## src/rtl/forward_ctrl_unit.sv

```systemverilog
// Forwarding-select and load-use stall generator for the EX operand muxes of the RV32IM pipeline.
// Optional multi-cycle divide stall is enabled by defining FWD_CTRL_MULDIV_STALL_EN.
module forward_ctrl_unit #(
    parameter int REG_ADDR_W  = 5,
    parameter int DIV_LATENCY = 8
) (
    input  logic                  CLK,
    input  logic                  RESET,
    input  logic                  ID_VALID,
    input  logic [REG_ADDR_W-1:0] ID_RS1,
    input  logic [REG_ADDR_W-1:0] ID_RS2,
    input  logic                  ID_RS1_USED,
    input  logic                  ID_RS2_USED,
    input  logic [REG_ADDR_W-1:0] ID_RD,
    input  logic                  ID_REG_WRITE,
    input  logic                  ID_MEM_READ,
    input  logic                  ID_IS_DIV,
    input  logic                  FLUSH,
    output logic [1:0]            FWD_A_SEL,
    output logic [1:0]            FWD_B_SEL,
    output logic                  STALL
);

    typedef logic [REG_ADDR_W-1:0] reg_t;

    localparam logic [1:0] SEL_RF  = 2'b00;
    localparam logic [1:0] SEL_MEM = 2'b01;
    localparam logic [1:0] SEL_WB  = 2'b10;

    // WB is not shadowed: the register file writes in the first half-cycle,
    // so a producer that has reached WB never needs a forwarding path.
    logic       ex_vld_q, ex_wr_q, ex_mrd_q;
    reg_t       ex_rd_q;
    logic       mem_vld_q, mem_wr_q;
    reg_t       mem_rd_q;
    logic [1:0] fwd_a_q, fwd_b_q, fwd_a_d, fwd_b_d;

    logic load_use;
    logic div_busy;
    logic hold;
    logic enter_vld;

    function automatic logic [1:0] pick_sel(input logic used, input reg_t src,
                                            input logic ex_hit, input logic mem_hit);
        logic [1:0] sel;
        sel = SEL_RF;
        if (used && src != '0) begin
            if (ex_hit)       sel = SEL_MEM;
            else if (mem_hit) sel = SEL_WB;
        end
        return sel;
    endfunction

    assign load_use = ID_VALID & ex_vld_q & ex_mrd_q & (ex_rd_q != '0) &
                      ((ID_RS1_USED & (ID_RS1 == ex_rd_q)) |
                       (ID_RS2_USED & (ID_RS2 == ex_rd_q)));

`ifdef FWD_CTRL_MULDIV_STALL_EN
    logic [3:0] div_cnt_q, div_cnt_d;

    assign div_busy = (div_cnt_q != 4'd0);
    assign hold     = div_busy & ~FLUSH;

    always_comb begin
        div_cnt_d = div_cnt_q;
        if (FLUSH)
            div_cnt_d = 4'd0;
        else if (div_busy)
            div_cnt_d = div_cnt_q - 4'd1;
        else if (enter_vld && ID_IS_DIV)
            div_cnt_d = 4'(DIV_LATENCY);
    end

    always_ff @(posedge CLK) begin
        if (RESET) div_cnt_q <= 4'd0;
        else       div_cnt_q <= div_cnt_d;
    end
`else
    logic unused_div;

    assign div_busy   = 1'b0;
    assign hold       = 1'b0;
    assign unused_div = ID_IS_DIV | (DIV_LATENCY == 0);
`endif

    // Flush beats any stall; reset forces the stall low in its own cycle.
    assign STALL     = (load_use | div_busy) & ~FLUSH & ~RESET;
    assign enter_vld = ID_VALID & ~STALL & ~FLUSH;

    always_comb begin
        fwd_a_d = SEL_RF;
        fwd_b_d = SEL_RF;
        if (enter_vld) begin
            fwd_a_d = pick_sel(ID_RS1_USED, ID_RS1,
                               ex_vld_q & ex_wr_q & (ex_rd_q == ID_RS1),
                               mem_vld_q & mem_wr_q & (mem_rd_q == ID_RS1));
            fwd_b_d = pick_sel(ID_RS2_USED, ID_RS2,
                               ex_vld_q & ex_wr_q & (ex_rd_q == ID_RS2),
                               mem_vld_q & mem_wr_q & (mem_rd_q == ID_RS2));
        end
    end

    always_ff @(posedge CLK) begin
        if (RESET) begin
            ex_vld_q  <= 1'b0;
            ex_wr_q   <= 1'b0;
            ex_mrd_q  <= 1'b0;
            ex_rd_q   <= '0;
            mem_vld_q <= 1'b0;
            mem_wr_q  <= 1'b0;
            mem_rd_q  <= '0;
            fwd_a_q   <= SEL_RF;
            fwd_b_q   <= SEL_RF;
        end else if (!hold) begin
            mem_vld_q <= ex_vld_q;
            mem_wr_q  <= ex_wr_q;
            mem_rd_q  <= ex_rd_q;
            ex_vld_q  <= enter_vld;
            ex_wr_q   <= ID_REG_WRITE;
            ex_mrd_q  <= ID_MEM_READ;
            ex_rd_q   <= ID_RD;
            fwd_a_q   <= fwd_a_d;
            fwd_b_q   <= fwd_b_d;
        end
    end

    assign FWD_A_SEL = fwd_a_q;
    assign FWD_B_SEL = fwd_b_q;

endmodule

```

## config.mk

```make
export PLATFORM = sky130hd
export DESIGN_NAME = forward_ctrl_unit
export DESIGN_NICKNAME = d
export VERILOG_FILES = /design/src/rtl/forward_ctrl_unit.sv
export SDC_FILE = /design/constraint.sdc
export NUM_CORES = 1
export LEC_CHECK = 0
export ABC_CLOCK_PERIOD_IN_PS = 2610
export BUFFER_PORTS_ARGS = -buffer_cell sky130_fd_sc_hd__buf_2
export CORE_MARGIN = 2
export CORE_UTILIZATION = 45
export DETAILED_ROUTE_END_ITERATION = 8
export GPL_TIMING_DRIVEN = 0
export PLACE_DENSITY_LB_ADDON = 0.2
export SYNTH_ARGS = -nofsm -noshare
export SYNTH_HDL_FRONTEND = slang
export SYNTH_SLANG_ARGS = --single-unit
```

## constraint.sdc

```tcl
create_clock -name CLK -period 2.61 [get_ports CLK]
set_input_delay 0.261 -clock CLK [delete_from_list [all_inputs] [get_ports CLK]]
set_output_delay 0.261 -clock CLK [all_outputs]
set_load 0.005 [all_outputs]
```

==> impl_metrics.py <==
metrics = {
    "synth": {
        "yosysUniqueCellTypes": 21,
        "synth-main-ff-cell": "dfxtp_1",
        "syn-num-nets": 104,
        "ys_seq_area_share_pct": 45.1,
        "ys_warn_count": 0,
        "async_reset_ff_share_pct": 0,
        "synth_edf_count": 0,
        "postSynthAreaPerCell_sq_um": 10.5,
        "ys_ff_latch": 19,
        "yosysMostFrequentCell": "dfxtp_1",
        "synth_top_area_share_pct": 45.1,
        "syn-instance-count": 80,
        "ys_top_cells_by_area": "dfxtp_1 (45%), xor2_1 (15%), nor2b_1 (10%)",
        "syn_area_sq_um": 843,
        "netlist_top_cells_count": "dfxtp_1 (19), nor2b_1 (14), xor2_1 (14), xnor2_1 (6), nor3_1 (4)",
        "yosysTopAreaCell": "dfxtp_1",
    },
    "timing": {
        "tns_ns": 0,
        "worst_pin_slew_ns": 0.461,
        "holdWs_ns": 0.161,
        "fin_skew_ns": 0.00850,
        "rsz0062_at_grt": "no",
        "hold_violations": 0,
        "slew_headroom_pct": 69.3,
        "finalMaxSlewViolations": 0,
        "post-route-period-util_pct": 84.7,
        "fin_crit_ns": 2.21,
        "setup_viol": 0,
        "fmax_mhz": 452,
    },
    "grt": {
        "grt_pass1_vias": 613,
        "grt_pass1_wl_um": 2690,
        "grtUsageTotal_pct": 18.0,
        "antenna_found_initial": 0,
        "grt-ovfl-total": 0,
        "grt_max_degree": 12,
    },
    "status": {
        "status": "complete, no violations",
    },
    "clocking": {
        "ctsRootBufferMaster": "clkbuf_4",
        "clkLatencyLatePin_ns": 0.30,
        "cts_max_level": 1,
        "clock_sinks": 19,
        "numCtsBuffers": 3,
        "cts_resized": 0,
        "postCtsSetupBuffers": 0,
        "ctsHoldBuffers": 0,
        "clkTransAtPathRegs_ns": 0.11,
        "cts_tree": "yes",
        "cts_buffer_depth": 2,
    },
    "floorplanning": {
        "rows": 15,
        "design.core.area_sq_mm": 0.00175,
        "pin_count": 29,
        "initial_core_util_pct": 48.3,
        "fp.dieW_um": 47.3,
        "die_area_sq_mm": 0.00224,
        "die_h_um": 47.3,
    },
    "layout": {
        "antenna_cells": 0,
        "n_fill_cell": 164,
        "stdcell_count": 136,
        "seq_area_sq_um": 380,
        "final_layout_size_suffix_gt1_share_pct": 31.5,
        "nNetsFinal": 136,
        "area_growth_pct": 23.0,
        "multiInputGateArea_sq_um": 459,
    },
    "route": {
        "detail_route.vias_per_cell": 4.92,
        "drt_wl_total_um": 1640,
        "antenna_left": 0,
        "wl_per_cell_um": 12.0,
        "vias": 669,
        "route.detailed.drc": 0,
        "first_pass_iters": 4,
        "drt-initial-drc-count": 12,
    },
    "pwr": {
        "power_w": 0.000521,
        "powerDensity_mw_per_mm2": 502,
        "leakagePower_nw": 0.450,
        "irDropWorstVdd_v": 0.000331,
    },
    "setup_path": {
        "cp.arrival_ns": 1.95,
        "crit_path_start_kind": "flop",
        "critical-path-slowest-cell": "or3_1",
        "crit_fanout": 6,
        "cp-end-kind": "primary output",
        "path_cells": "or3_1 > o311a_1 > and4_4 > a31o_4 > buf_2",
        "crit_type": "reg -> out",
        "crit_required_ns": 2.35,
        "critPathMaxStageDelay_ns": 0.39,
    },
    "placed_design": {
        "dp_cells": 132,
        "place.gp.congestion": 0.764,
        "port_buffers": 27,
        "dp_hpwl_um": 1310,
    },
    "min_path": {
        "hp-class": "in -> reg",
    },
    "job": {
        "maxCapViolCount": 0,
    },
}
-- layer usage --
metal / vias up / track usage (%) / share of wire [%]
met5: - / 0 / 0
met4: 0 / 6.67 / 1.2
met3: 4 / 7.69 / 7.2
met2: 20 / 28.6 / 50
met1: 302 / 21.4 / 42
li1: 343 / - / -
-- layout make-up --
cell class	count	share of cell area, %
Multi-Input combinational cell	60	44.3
Buffer	1	0.362
Tap cell	25	3.02
Clock inverter	1	0.483
Timing Repair Buffer	27	13.0
Clock buffer	3	2.17
Sequential cell	19	36.7
-- worst paths after layout --
path	start	to	slack, ns	cells after the start
min	ID_RD[1]	ex_rd_q[1]	0.16	2
max	ex_rd_q[1]	STALL	0.40	5
max reg2reg	ex_rd_q[1]	FWD_A_SEL[1]	0.76	5
min reg2reg	mem_wr_q	FWD_B_SEL[1]	0.48	2
-- power breakdown --
part           internal (W)  switching [W]
Sequential         0.000300      0.0000100
Clock             0.0000572      0.0000878
Combinational     0.0000353      0.0000303
Total              0.000393       0.000128
-- metrics by stage --
step                      instance area, sq um  util [%]  setup slack [ns]
final                                     1040      59.4             0.399
after global routing                      1040      59.4             0.329
after CTS                                 1040      59.4             0.388
after detailed placement                  1010      57.8             0.737
after global placement                    1010      57.8             0.749
after floorplan                            843         -             0.903
-- logic make-up (layout without fill, tap and decap cells) --
kind of cell / count (synthesis) / in the layout / synth area share, %
and+or+nand+nor: 36 / 36 / 28.6
buffers and inverters: 1 / 32 / 0.445
DFF: 19 / 19 / 45.1
AOI/OAI and AO/OA: 4 / 4 / 5.04
xor gates and xnor gates: 20 / 20 / 20.8
-- state kept, by name, indices dropped and copies added (netlist names) --
name and cells:
FWD_A_SEL 2, FWD_B_SEL 2, ex_vld_q 1, mem_vld_q 1
mem_rd_q 5, mem_wr_q 1, ex_mrd_q 1, ex_rd_q 5
ex_wr_q 1
-- critical path, delay by kind of cell, from the launching register on --
family	cells	cell delay (ns)
AOI/OAI and AO/OA	2	0.57
buffers and inverters	1	0.13
DFF	1	0.37
and+or+nand+nor	2	0.57
-- cells in the final DEF, fill, tap and decap left out --
cell,netlist,layout
a31o_4,1,1
and2b_1,1,1
and3_1,1,1
and4_4,1,1
buf_2,0,27
clkbuf_1,1,1
clkbuf_4,0,3
clkinv_2,0,1
dfxtp_1,19,19
nand3_1,3,3
nand4_1,2,2
nor2_1,1,1
nor2b_1,14,14
nor3_1,4,4
nor3b_1,2,2
nor4_1,1,1
nor4_2,2,2
nor4bb_1,1,1
o211ai_1,2,2
o311a_1,1,1
or3_1,1,1
or4_1,2,2
xnor2_1,6,6
xor2_1,14,14
Power figures use the tool's default switching activity.
